### src/rtl/seq_det_pkg.sv
// Shared constants and elaboration-time helpers for the serial pattern detector.
// Patterns are passed in 8 bits wide, MSB-aligned to bit pat_w-1 (first bit received).
package seq_det_pkg;

  localparam int          MAX_PAT_W   = 8;
  localparam logic [3:0]  DEF_PATTERN = 4'b1011;

  function automatic int clog2(input int n);
    int r;
    r = 0;
    while ((1 << r) < n) r++;
    return r;
  endfunction

  // Bit 'pos' of the pattern vector (pos counted from the LSB).
  function automatic logic pat_bit(input logic [MAX_PAT_W-1:0] pat, input int pos);
    logic [MAX_PAT_W-1:0] t;
    t = pat >> pos;
    return t[0];
  endfunction

  // Longest proper prefix of the pattern that is a suffix of
  // (first k pattern bits, followed by b). Proper means shorter than pat_w.
  function automatic int longest_border(input logic [MAX_PAT_W-1:0] pat, input int pat_w,
                                        input int k, input logic b);
    int   best;
    int   j;
    logic ok;
    logic sb;
    best = 0;
    for (int l = 1; (l <= k + 1) && (l < pat_w); l++) begin
      ok = 1'b1;
      for (int i = 0; i < l; i++) begin
        j  = k + 1 - l + i;
        sb = (j == k) ? b : pat_bit(pat, pat_w - 1 - j);
        if (sb != pat_bit(pat, pat_w - 1 - i)) ok = 1'b0;
      end
      if (ok) best = l;
    end
    return best;
  endfunction

  // Target after the expected bit arrives in state k; for k == pat_w-1 this is the overlap border.
  function automatic int next_on_match(input logic [MAX_PAT_W-1:0] pat, input int pat_w,
                                       input int k);
    return longest_border(pat, pat_w, k, pat_bit(pat, pat_w - 1 - k));
  endfunction

  function automatic int next_on_miss(input logic [MAX_PAT_W-1:0] pat, input int pat_w,
                                      input int k, input logic b);
    return longest_border(pat, pat_w, k, b);
  endfunction

endpackage

### src/rtl/sat_counter.sv
// Saturating up-counter with a sticky saturation flag and synchronous clear.
module sat_counter #(
  parameter int W = 8
) (
  input  logic         clk_i,
  input  logic         rst_n_i,
  input  logic         clr_i,
  input  logic         inc_i,
  output logic [W-1:0] cnt_o,
  output logic         sat_o
);

  localparam logic [W-1:0] MAX = '1;

  logic [W-1:0] cnt_q;
  logic         sat_q;

  always_ff @(posedge clk_i or negedge rst_n_i) begin
    if (!rst_n_i) begin
      cnt_q <= '0;
      sat_q <= 1'b0;
    end else if (clr_i) begin
      cnt_q <= '0;
      sat_q <= 1'b0;
    end else if (inc_i && (cnt_q != MAX)) begin
      cnt_q <= cnt_q + 1'b1;
      if (cnt_q == MAX - 1'b1) sat_q <= 1'b1;
    end
  end

  assign cnt_o = cnt_q;
  assign sat_o = sat_q;

endmodule

### src/rtl/seq_pattern_detect.sv
// KMP-style serial pattern detector: registered hit pulse plus saturating match count.
module seq_pattern_detect
  import seq_det_pkg::*;
#(
  parameter int               PAT_W   = 4,
  parameter logic [PAT_W-1:0] PATTERN = DEF_PATTERN,
  parameter int               OVERLAP = 1,
  parameter int               CNT_W   = 8
) (
  input  logic                    clk_i,
  input  logic                    rst_n_i,
  input  logic                    bit_i,
  input  logic                    bit_vld_i,
  input  logic                    clr_i,
  output logic                    hit_o,
  output logic [CNT_W-1:0]        hit_cnt_o,
  output logic                    sat_o,
  output logic [clog2(PAT_W)-1:0] state_o
);

  localparam int                   SW      = clog2(PAT_W);
  localparam int                   NS      = 1 << SW;
  localparam logic [MAX_PAT_W-1:0] PAT_EXT = MAX_PAT_W'(PATTERN);
  localparam logic [SW-1:0]        LAST    = SW'(PAT_W - 1);

  // Per-state expected bit and transition targets, all fixed at elaboration.
  logic [NS-1:0] exp_bit;
  logic [SW-1:0] tgt_match [NS];
  logic [SW-1:0] tgt_miss  [NS];

  for (genvar k = 0; k < NS; k++) begin : g_tbl
    if (k < PAT_W) begin : g_live
      localparam logic EB = pat_bit(PAT_EXT, PAT_W - 1 - k);
      localparam int   NM = next_on_match(PAT_EXT, PAT_W, k);
      localparam int   NX = next_on_miss(PAT_EXT, PAT_W, k, ~EB);
      assign exp_bit[k]   = EB;
      assign tgt_match[k] = SW'(NM);
      assign tgt_miss[k]  = SW'(NX);
    end else begin : g_dead
      assign exp_bit[k]   = 1'b0;
      assign tgt_match[k] = '0;
      assign tgt_miss[k]  = '0;
    end
  end

  logic [SW-1:0] state_q;
  logic          hit_q;
  logic [SW-1:0] state_nxt;
  logic          legal;
  logic          full;

  always_comb begin
    legal     = (int'(state_q) < PAT_W);
    full      = 1'b0;
    state_nxt = '0;
    if (legal) begin
      if (bit_i == exp_bit[state_q]) begin
        if (state_q == LAST) begin
          full      = bit_vld_i;
          state_nxt = (OVERLAP != 0) ? tgt_match[state_q] : '0;
        end else begin
          state_nxt = state_q + 1'b1;
        end
      end else begin
        state_nxt = tgt_miss[state_q];
      end
    end
  end

  // Clear wins over a bit sampled in the same cycle.
  always_ff @(posedge clk_i or negedge rst_n_i) begin
    if (!rst_n_i) begin
      state_q <= '0;
      hit_q   <= 1'b0;
    end else if (clr_i) begin
      state_q <= '0;
      hit_q   <= 1'b0;
    end else begin
      hit_q <= full;
      if (bit_vld_i) state_q <= state_nxt;
    end
  end

  sat_counter #(
    .W(CNT_W)
  ) u_cnt (
    .clk_i  (clk_i),
    .rst_n_i(rst_n_i),
    .clr_i  (clr_i),
    .inc_i  (full),
    .cnt_o  (hit_cnt_o),
    .sat_o  (sat_o)
  );

  assign hit_o   = hit_q;
  assign state_o = state_q;

endmodule

### config.mk
export PLATFORM = sky130hd
export DESIGN_NAME = seq_pattern_detect
export DESIGN_NICKNAME = d
export VERILOG_FILES = /design/src/rtl/seq_det_pkg.sv /design/src/rtl/sat_counter.sv /design/src/rtl/seq_pattern_detect.sv
export SDC_FILE = /design/constraint.sdc
export NUM_CORES = 1
export LEC_CHECK = 0
export CORE_MARGIN = 4
export CORE_UTILIZATION = 50
export CTS_CLUSTER_SIZE = 28
export DETAILED_ROUTE_END_ITERATION = 8
export GPL_TIMING_DRIVEN = 0
export HOLD_SLACK_MARGIN = 0.1
export PLACE_DENSITY = 0.79
export SLEW_MARGIN = 20
export SYNTH_ARGS = -nofsm -noshare
export SYNTH_HDL_FRONTEND = slang
export SYNTH_SLANG_ARGS = --single-unit
export TNS_END_PERCENT = 100
### constraint.sdc
create_clock -name clk_i -period 4.25 [get_ports clk_i]
set_input_delay 0.85 -clock clk_i [delete_from_list [all_inputs] [get_ports clk_i]]
set_output_delay 0.85 -clock clk_i [all_outputs]
set_load 0.05 [all_outputs]
==> results.md, run 1 <==
Outcome:
- The run finished with clean final reports.

Timing:
- The final count of hold timing violations was 0.
- The tightest slew margin relative to the limit is 0.632.
- Setup violations remaining at the end of the flow were counted as 0.
- Based on the critical path, the design can be clocked at up to 406 MHz.
- Dividing the final minimum period by the clock period gives 0.579.
- For the finished layout, the period the worst path requires is 2.46 ns.
- Clock skew on the completed layout was measured at 0.00465 ns.
- At the pin with the least slew margin, the transition time is approximately 0.55 ns.
- The final number of max-transition violations is 0.
- Setup repair after global routing left no endpoint under its margin.
- The total negative slack for setup checks is 0 ns.

Clock tree:
- CTS built an H-tree with a depth of 1.
- The total CTS buffers is 3.
- The clock network latency to the later pin of the worst-skew pair is 0.28 ns.
- The largest buffer count on any clock path is 2.
- The number of resized instances in the post-cts repair step is 0.
- For this design, the sink count on the clock tree is 12.
- The root cell of the clock tree is sky130_fd_sc_hd__clkbuf_4.
- The number of buffers inserted by post-CTS setup repair is 0.
- The TritonCTS clock tree is done.
- After clock tree synthesis, the flow added hold-fix buffers numbering 0.
- Clock-pin slew was measured on the worst setup and hold paths at 0.08 ns.

Die:
- From bottom edge to top edge, the die measures ~48 microns.
- The core area is 1510 sq um.
- Measured along the x axis, the die boundary spans 47.7 microns.
- The number of core rows is 14.
- For this design the top-level I/O count stands at 17.
- The floorplan step defined a die boundary enclosing between 2000 and 2500 sq um.
- The initial core utilization is 0.524.

Setup path:
- The number of buffers and inverters on the critical path is 1.
- The delay contributed by the slowest stage of the critical path is 0.85 ns.
- The type of origin of the critical path is a flip-flop.
- By startpoint and endpoint, the worst setup path is classified as flip-flop to primary output.
- The largest fanout on the critical path is 9.
- At the worst endpoint, the required time is 3.40 ns.
- The worst setup path is captured at a primary output.
- The highest-delay cell along the critical path is sky130_fd_sc_hd__clkdlybuf4s50_1.
- The setup slack on the worst flop-to-flop path is 2.44 ns.
- The signal on the critical path passes through clkdlybuf4s50_1.
- Data arrives at the worst endpoint at 1.61 ns.
- Grouping stages by cell kind, the critical path spends the most delay in buffers and inverters.

Layout:
- The register area is 300 sq um.
- For this run, the share of the core covered by cells in the final layout is 0.668.
- Summing all non-filler instances in the final layout gives an area of a little over 1000 sq um.
- The area used by multi-input combinational logic is 439 sq um.
- The synthesis-to-finish area growth is 27.4%.
- 0 antenna diodes ended up in the layout.
- Of the cells placed in the final design, the portion with a size suffix greater than 1 is 0.186.
- The net count of the finished layout is 108.
- The finished layout holds ~110 standard cells, fillers aside.
- The filler cell count is 122.

Placement:
- The instance area at placement is 970 sq um.
- Input and output buffers added on the ports amount to 16.
- Routability-driven placement finished with a final weighted congestion of 0.776.
- The wire-length estimate of the detail-placed layout is 1.33 mm.
- The count of placed standard cells including taps is 109.

Global route:
- The global-route track usage on met2 is 0.280.
- The largest net degree at the start of global routing is 13.
- The first global-routing pass estimated 2.85 mm of wire.
- The initial antenna violation count is 0.
- The sum of overflow across all layers after global routing is 0.
- The number of global-route vias before repair is 660.
- The layer flagged by global routing as most heavily used is met2.
- In the global route stage, met3 resource usage came out at 0.0451.
- In the global route stage, overall resource usage came out at 0.184.
- The global-route met1 utilization is 0.236.

Logic synthesis:
- By area the synthesized netlist is led by sky130_fd_sc_hd__dfrtp_1 38%, sky130_fd_sc_hd__ha_1 7.9%, sky130_fd_sc_hd__and4_1 4.4%.
- The count of cell types in the netlist is 37.
- The commonest cells after synthesis are 12 x sky130_fd_sc_hd__dfrtp_1, 8 x sky130_fd_sc_hd__inv_1, 5 x sky130_fd_sc_hd__a21oi_1, 5 x sky130_fd_sc_hd__ha_1.
- The top-area cell type share of the netlist area is 0.380.
- The average size of a mapped cell is between 10 and 15 sq um.
- The mapped netlist covers 790 sq um.
- The synthesized design contains 0 enable-type register cells.
- The cell type with the largest total area after synthesis is sky130_fd_sc_hd__dfrtp_1.
- The total of flip-flops plus latches after synthesis is 12.
- The synthesized net count is 87.
- By instance count, the leading cell after synthesis is sky130_fd_sc_hd__dfrtp_1.
- The cell count after synthesis came out at 77.
- For this run, the leading register cell type out of synthesis is sky130_fd_sc_hd__dfrtp_1.
- Yosys printed 0 warnings.
- In the synthesized netlist the async set-or-reset flop fraction comes to 1.00.
- The share of synthesized area occupied by flip-flops and latches is 0.380.

Power:
- The total power density per cell area is 237 nW/um^2.
- Of the total power, registers draw 0.492.
- The relative contribution of the clock network to total power is 0.392.
- The combinational share of power is 0.117.
- The net switching fraction of the power is 0.253.
- The worst-case IR drop observed on VDD is 0.000167 V.
- The cell-internal power is 0.179 mW.
- The net switching power figure is 0.0603 mW.
- The leakage power summed over all cells is 0.444 nW.

Detailed routing:
- The via total after detailed routing is 695.
- The routed design has 1.72 mm of wire.
- The DRC violation count after routing is 0.
- The first detailed-routing pass ran for 4 iterations.
- The count of antenna-violating nets left after detailed routing is 0.
- The detailed-route wire length per cell is 15.2 microns.
- The DRC violation total after the first TritonRoute iteration is 6.
- Using the TritonRoute via totals, the vias-per-cell ratio works out to 6.15.

Worst hold path:
- In this run the worst hold path is classified as flip-flop to flip-flop.

Flow run:
- The max-cap violation count is 0.
## registers in the layout, indices dropped and copies added, names as in the netlist
name / flops
u_cnt.sat_o: 1
state_o: 2
hit_o: 1
u_cnt.cnt_o: 8
## metrics by stage
stage / total power [mW] / setup WS (ns) / hold slack, ns
2_1_floorplan: 0.134 / 2.25 / 0.554
3_3_place_gp: 0.146 / 1.84 / 0.499
3_5_place_dp: 0.148 / 1.81 / 0.505
4_1_cts: 0.243 / 1.77 / 0.522
5_1_grt: 0.249 / 1.74 / 0.556
6_report: 0.239 / 1.79 / 0.514
## final timing paths
kind,startpoint,endpoint,depth (start not counted)
hold / removal,u_cnt.sat_o$_DFFE_PN0P_,u_cnt.sat_o$_DFFE_PN0P_,2
hold reg to reg,u_cnt.sat_o$_DFFE_PN0P_,u_cnt.sat_o$_DFFE_PN0P_,2
setup / recovery,u_cnt.cnt_o[2]$_DFFE_PN0P_,hit_cnt_o[2],1
max in group asynchronous,rst_n_i,state_o[1]$_DFFE_PN0P_,1
setup reg to reg,state_o[1]$_DFFE_PN0P_,u_cnt.cnt_o[0]$_DFFE_PN0P_,7
min in group asynchronous,rst_n_i,u_cnt.cnt_o[7]$_DFFE_PN0P_,1
## per-layer routing
layer / vias to the layer above / routed length (microns)
li1: 331 / -
met1: 338 / 759
met2: 18 / 820
met3: 8 / 74
met4: 0 / 62
met5: - / 0
## placed cells by master (no fill, tap or decap), types with 2 or more instances in the layout
master / count
sky130_fd_sc_hd__clkdlybuf4s50_1: 16
sky130_fd_sc_hd__dfrtp_1: 12
sky130_fd_sc_hd__inv_1: 8
sky130_fd_sc_hd__a21oi_1: 5
sky130_fd_sc_hd__ha_1: 5
sky130_fd_sc_hd__nor2_1: 4
sky130_fd_sc_hd__and4_1: 4
sky130_fd_sc_hd__a31oi_1: 3
sky130_fd_sc_hd__clkbuf_4: 3
sky130_fd_sc_hd__o211ai_1: 2
sky130_fd_sc_hd__nor2b_1: 2
sky130_fd_sc_hd__nor3_1: 2
sky130_fd_sc_hd__a211oi_2: 2
sky130_fd_sc_hd__nor3_2: 2
sky130_fd_sc_hd__nand3_1: 2
## logic make-up (layout without fill, tap and decap cells)
family,count (synthesis),count (layout),synth area share
fa+ha+maj,5,5,0.0792
simple gates,27,27,0.244
mux,1,1,0.0190
buf+inv,11,31,0.0634
flops,12,12,0.380
compound gates,21,21,0.214
## final cells by class
| class | count | area share |
|---|---|---|
| Clock buffer | 4 | 0.0361 |
| Multi-Input combinational cell | 54 | 0.437 |
| Tap cell | 16 | 0.0199 |
| Buffer | 3 | 0.0199 |
| Timing Repair Buffer | 16 | 0.159 |
| Sequential cell | 12 | 0.299 |
| Inverter | 8 | 0.0299 |
## power by group through the flow
stage,sequential (mW),combinational [mW],clock (mW)
floorplan,0.124,0.0103,0
CTS,0.117,0.0284,0.0968
global route,0.118,0.0309,0.101
global placement,0.119,0.0268,0
detailed placement,0.120,0.0282,0
finish,0.117,0.0278,0.0936
No activity file was read; power rests on OpenSTA's default activity.
==> run 2, diff against run 1 <==
Settings changed: CORE_UTILIZATION 50 to 48, PLACE_DENSITY 0.79 to 0.76.
Clock period 4.25 ns to 2.3 ns, I/O delays scaled along.
==> run 2 against run 1 <==
  * Sequential power grew 85%
  * Clock skew fell by 0.0025 ns
  * Sequential cell count did not move
  * Global-route usage fell by 3.3 points
  * Via count is 5.3% lower
  * Largest power group unchanged
  * Highest routed layer unchanged
==> results.md, run 2 (synthesis gave the netlist of run 1 again) <==
Setup path:
- The family of cells with the greatest summed delay on the critical path is buffers and inverters (unchanged).
- The highest-delay cell along the critical path is sky130_fd_sc_hd__clkdlybuf4s50_1 (unchanged).
- The delay contributed by the slowest stage of the critical path is 0.85 ns (about the same).
- The critical path endpoint category is a primary output (unchanged).
- Critical path cell sequence: clkdlybuf4s50_1 (unchanged).
- The number of buffers and inverters on the critical path is 1 (unchanged).
- The type of the worst setup path is flip-flop to primary output (unchanged).
- The largest fanout on the critical path was 7 (was 9).
- The setup slack on the worst flop-to-flop path is 0.48 ns (was 2.44 ns).
- The type of origin of the critical path is a flip-flop (unchanged).
- The required time of the worst setup path is 1.84 ns (was 3.40 ns).
- The critical path data arrival time is 1.59 ns (was 1.61 ns).

Clock tree:
- The largest buffer count on any clock path is 2 (unchanged).
- The clock network latency to the later pin of the worst-skew pair is 0.27 ns (was 0.28 ns).
- The number of buffers inserted by post-CTS setup repair was 0 (unchanged).
- The TritonCTS clock tree is done (unchanged).
- The clock slew at the register clock pins of the worst setup and hold paths came to 0.07 ns (was 0.08 ns).
- The total CTS buffers is 3 (unchanged).
- The sink count of the clock tree came to 12 (unchanged).
- The number of resized instances in the post-cts repair step was 0 (unchanged).
- The number of buffers inserted for hold repair after clock tree synthesis is 0 (unchanged).
- The root cell of the clock tree was sky130_fd_sc_hd__clkbuf_4 (unchanged).
- The deepest level of the CTS H-tree is 1 (unchanged).

Detailed routing:
- The first-pass iteration count of the detailed router is 4 (unchanged).
- The via total after detailed routing came to 658 (was 695).
- The DRC violation count after routing is 0 (unchanged).
- The number of vias per cell is 5.88 (was 6.15).
- The detailed-route wire length per cell is 14.4 microns (was 15.2 microns).
- The overall routed net length is 1.61 mm (was 1.72 mm).
- The count of antenna-violating nets left after detailed routing was 0 (unchanged).
- The DRC violation total after the first TritonRoute iteration is 9 (was 6).

Layout:
- The most common cell after layout, fill and taps aside is sky130_fd_sc_hd__clkdlybuf4s50_1 (unchanged).
- The synthesis-to-finish area growth is 25.7% (was 27.4%).
- The number of nets in the finished design is 108 (unchanged).
- The utilization after layout came to 0.651 (was 0.668).
- The flip-flop count of the largest register, all copies and words added was 8 (unchanged).
- The number of standard cells in the layout, taps in and fillers out is 112 (was 113).
- The fraction of layout cells with a size suffix above 1 is 0.177 (was 0.186).
- Commonest cells after routing, fill and taps aside: 16 x sky130_fd_sc_hd__clkdlybuf4s50_1, 12 x sky130_fd_sc_hd__dfrtp_1, 8 x sky130_fd_sc_hd__inv_1 (unchanged).
- The count of inserted antenna diode cells is 0 (unchanged).

Timing:
- The maximum operating frequency is 487 MHz.
- The final count of hold timing violations was 0 (unchanged).
- The tightest slew margin relative to the limit is 0.616 (was 0.632).
- RSZ-0062 raised after global routing: no (unchanged).
- The slew at the pin closest to its max-slew limit came to 0.576 ns (was 0.552 ns).
- The total negative slack for setup checks is 0 ns (unchanged).
- The number of setup violations in the final report is 0 (unchanged).
- After layout, the minimum clock period comes to 2.05 ns.
- The final worst hold slack is 0.522 ns (was 0.514 ns).
- The final number of max-transition violations is 0 (unchanged).
- Of the available clock period, the critical path in the final layout requires 0.892.
- The setup skew after layout is 0.00217 ns (was 0.00465 ns).

Die:
- The die area is 2360 sq um (was 2280 sq um).
- The die outline width came to 48.6 microns (was 47.7 microns).
- The I/O pin count is 17 (unchanged).
- The initial core utilization is 0.518 (was 0.524).
- The core area was 1520 sq um (was 1510 sq um).
- The chip height came to 48.6 microns (was 47.7 microns).
- The number of core rows is 14 (unchanged).

Placement:
- The detailed placement HPWL came to 1.23 mm (was 1.33 mm).
- The number of buffer cells added on primary ports is 16 (unchanged).
- The final weighted congestion of routability-driven global placement came to 0.788 (was 0.776).
- The count of placed standard cells including taps came to 109 (unchanged).

Global route:
- The number of global-route vias before repair is 642 (was 660).
- The largest net degree at the start of global routing is 13 (unchanged).
- The sum of overflow across all layers after global routing is 0 (unchanged).
- The aggregate global-route resource usage is 0.151 (was 0.184).
- The initial antenna violation count was 0 (unchanged).
- The wire length of the first global-routing pass is 2.87 mm (was 2.85 mm).

Power:
- The sequential group share of total power was 0.554 (was 0.492).
- The combinational share of power is 0.130 (was 0.117).
- The net switching power figure is 0.0976 mW (was 0.0603 mW).
- The total power density per cell area came to 395 nW/um^2 (was 237 nW/um^2).
- The net switching fraction of the power is 0.249 (was 0.253).
- The leakage power summed over all cells is 0.437 nW (was 0.444 nW).
- The maximum ir drop on the vdd rail was 0.000326 V (was 0.000167 V).
- The relative contribution of the clock network to total power is 0.317 (was 0.392).
- The cell-internal power came to 0.294 mW (was 0.179 mW).

Flow run:
- The max-cap violation count is 0 (unchanged).

Worst hold path:
- The type of the worst min-delay path is flip-flop to flip-flop (unchanged).

Outcome:
- Result of the run: completed (unchanged).
[run 2: routing by layer]
layer,up-vias,share of wire,track usage
met3,4,0.057,0.0583
met5,-,0,0
met2,15,0.45,0.228
li1,335,-,-
met4,0,0.011,0.0538
met1,304,0.48,0.195
[run 2: worst paths after layout]
check                                                start                    endpoint  depth (start not counted)
worst max-delay path            u_cnt.cnt_o[6]$_DFFE_PN0P_                hit_cnt_o[6]                          1
worst min-delay path               u_cnt.sat_o$_DFFE_PN0P_     u_cnt.sat_o$_DFFE_PN0P_                          2
worst max register to register      state_o[1]$_DFFE_PN0P_  u_cnt.cnt_o[0]$_DFFE_PN0P_                          7
worst min register to register     u_cnt.sat_o$_DFFE_PN0P_     u_cnt.sat_o$_DFFE_PN0P_                          2
max in group asynchronous                          rst_n_i      state_o[0]$_DFFE_PN0P_                          1
min in group asynchronous                          rst_n_i  u_cnt.cnt_o[4]$_DFFE_PN0P_                          1
[run 2: power by group through the flow]
stage	clock [mW]	combinational, mW	sequential, mW
after CTS	0.132	0.0512	0.217
after floorplan	0	0.0191	0.229
final	0.124	0.0508	0.217
after global placement	0	0.0497	0.221
after detailed placement	0	0.0510	0.221
after global routing	0.144	0.0559	0.218
[run 2: final cells by class]
type                       instances  area (sq um)
buffer                             3          20.0
multi-input combinational         54           439
clock buffer                       3          22.5
timing repair buffer              16           160
fill                             128           532
sequential                        12           300
tap                               16          20.0
inverter                           8          30.0
[run 2: worst register-to-register path: stages, from the launching register on]
cell and delay (ns):
sky130_fd_sc_hd__dfrtp_1 0.43, sky130_fd_sc_hd__inv_1 0.08, sky130_fd_sc_hd__ha_1 0.13, sky130_fd_sc_hd__inv_1 0.04, sky130_fd_sc_hd__ha_1 0.33, sky130_fd_sc_hd__and3b_2 0.31
sky130_fd_sc_hd__o21ai_2 0.09, sky130_fd_sc_hd__mux2_4 0.30
[run 2: stage by stage]
| step | power, mW | area [sq um] | worst slack (ns) |
|---|---|---|---|
| 2_1_floorplan | 0.249 | 790 | 0.298 |
| 3_3_place_gp | 0.270 | 970 | 0.277 |
| 3_5_place_dp | 0.272 | 970 | 0.246 |
| 4_1_cts | 0.400 | 992 | 0.235 |
| 5_1_grt | 0.417 | 992 | 0.170 |
| 6_report | 0.392 | 992 | 0.249 |
==> run 3, diff against run 2 <==
Settings changed: CAP_MARGIN set to 10.
==> results of run 3 <==
Final layout, timing and power as in run 2 (identical DEF).
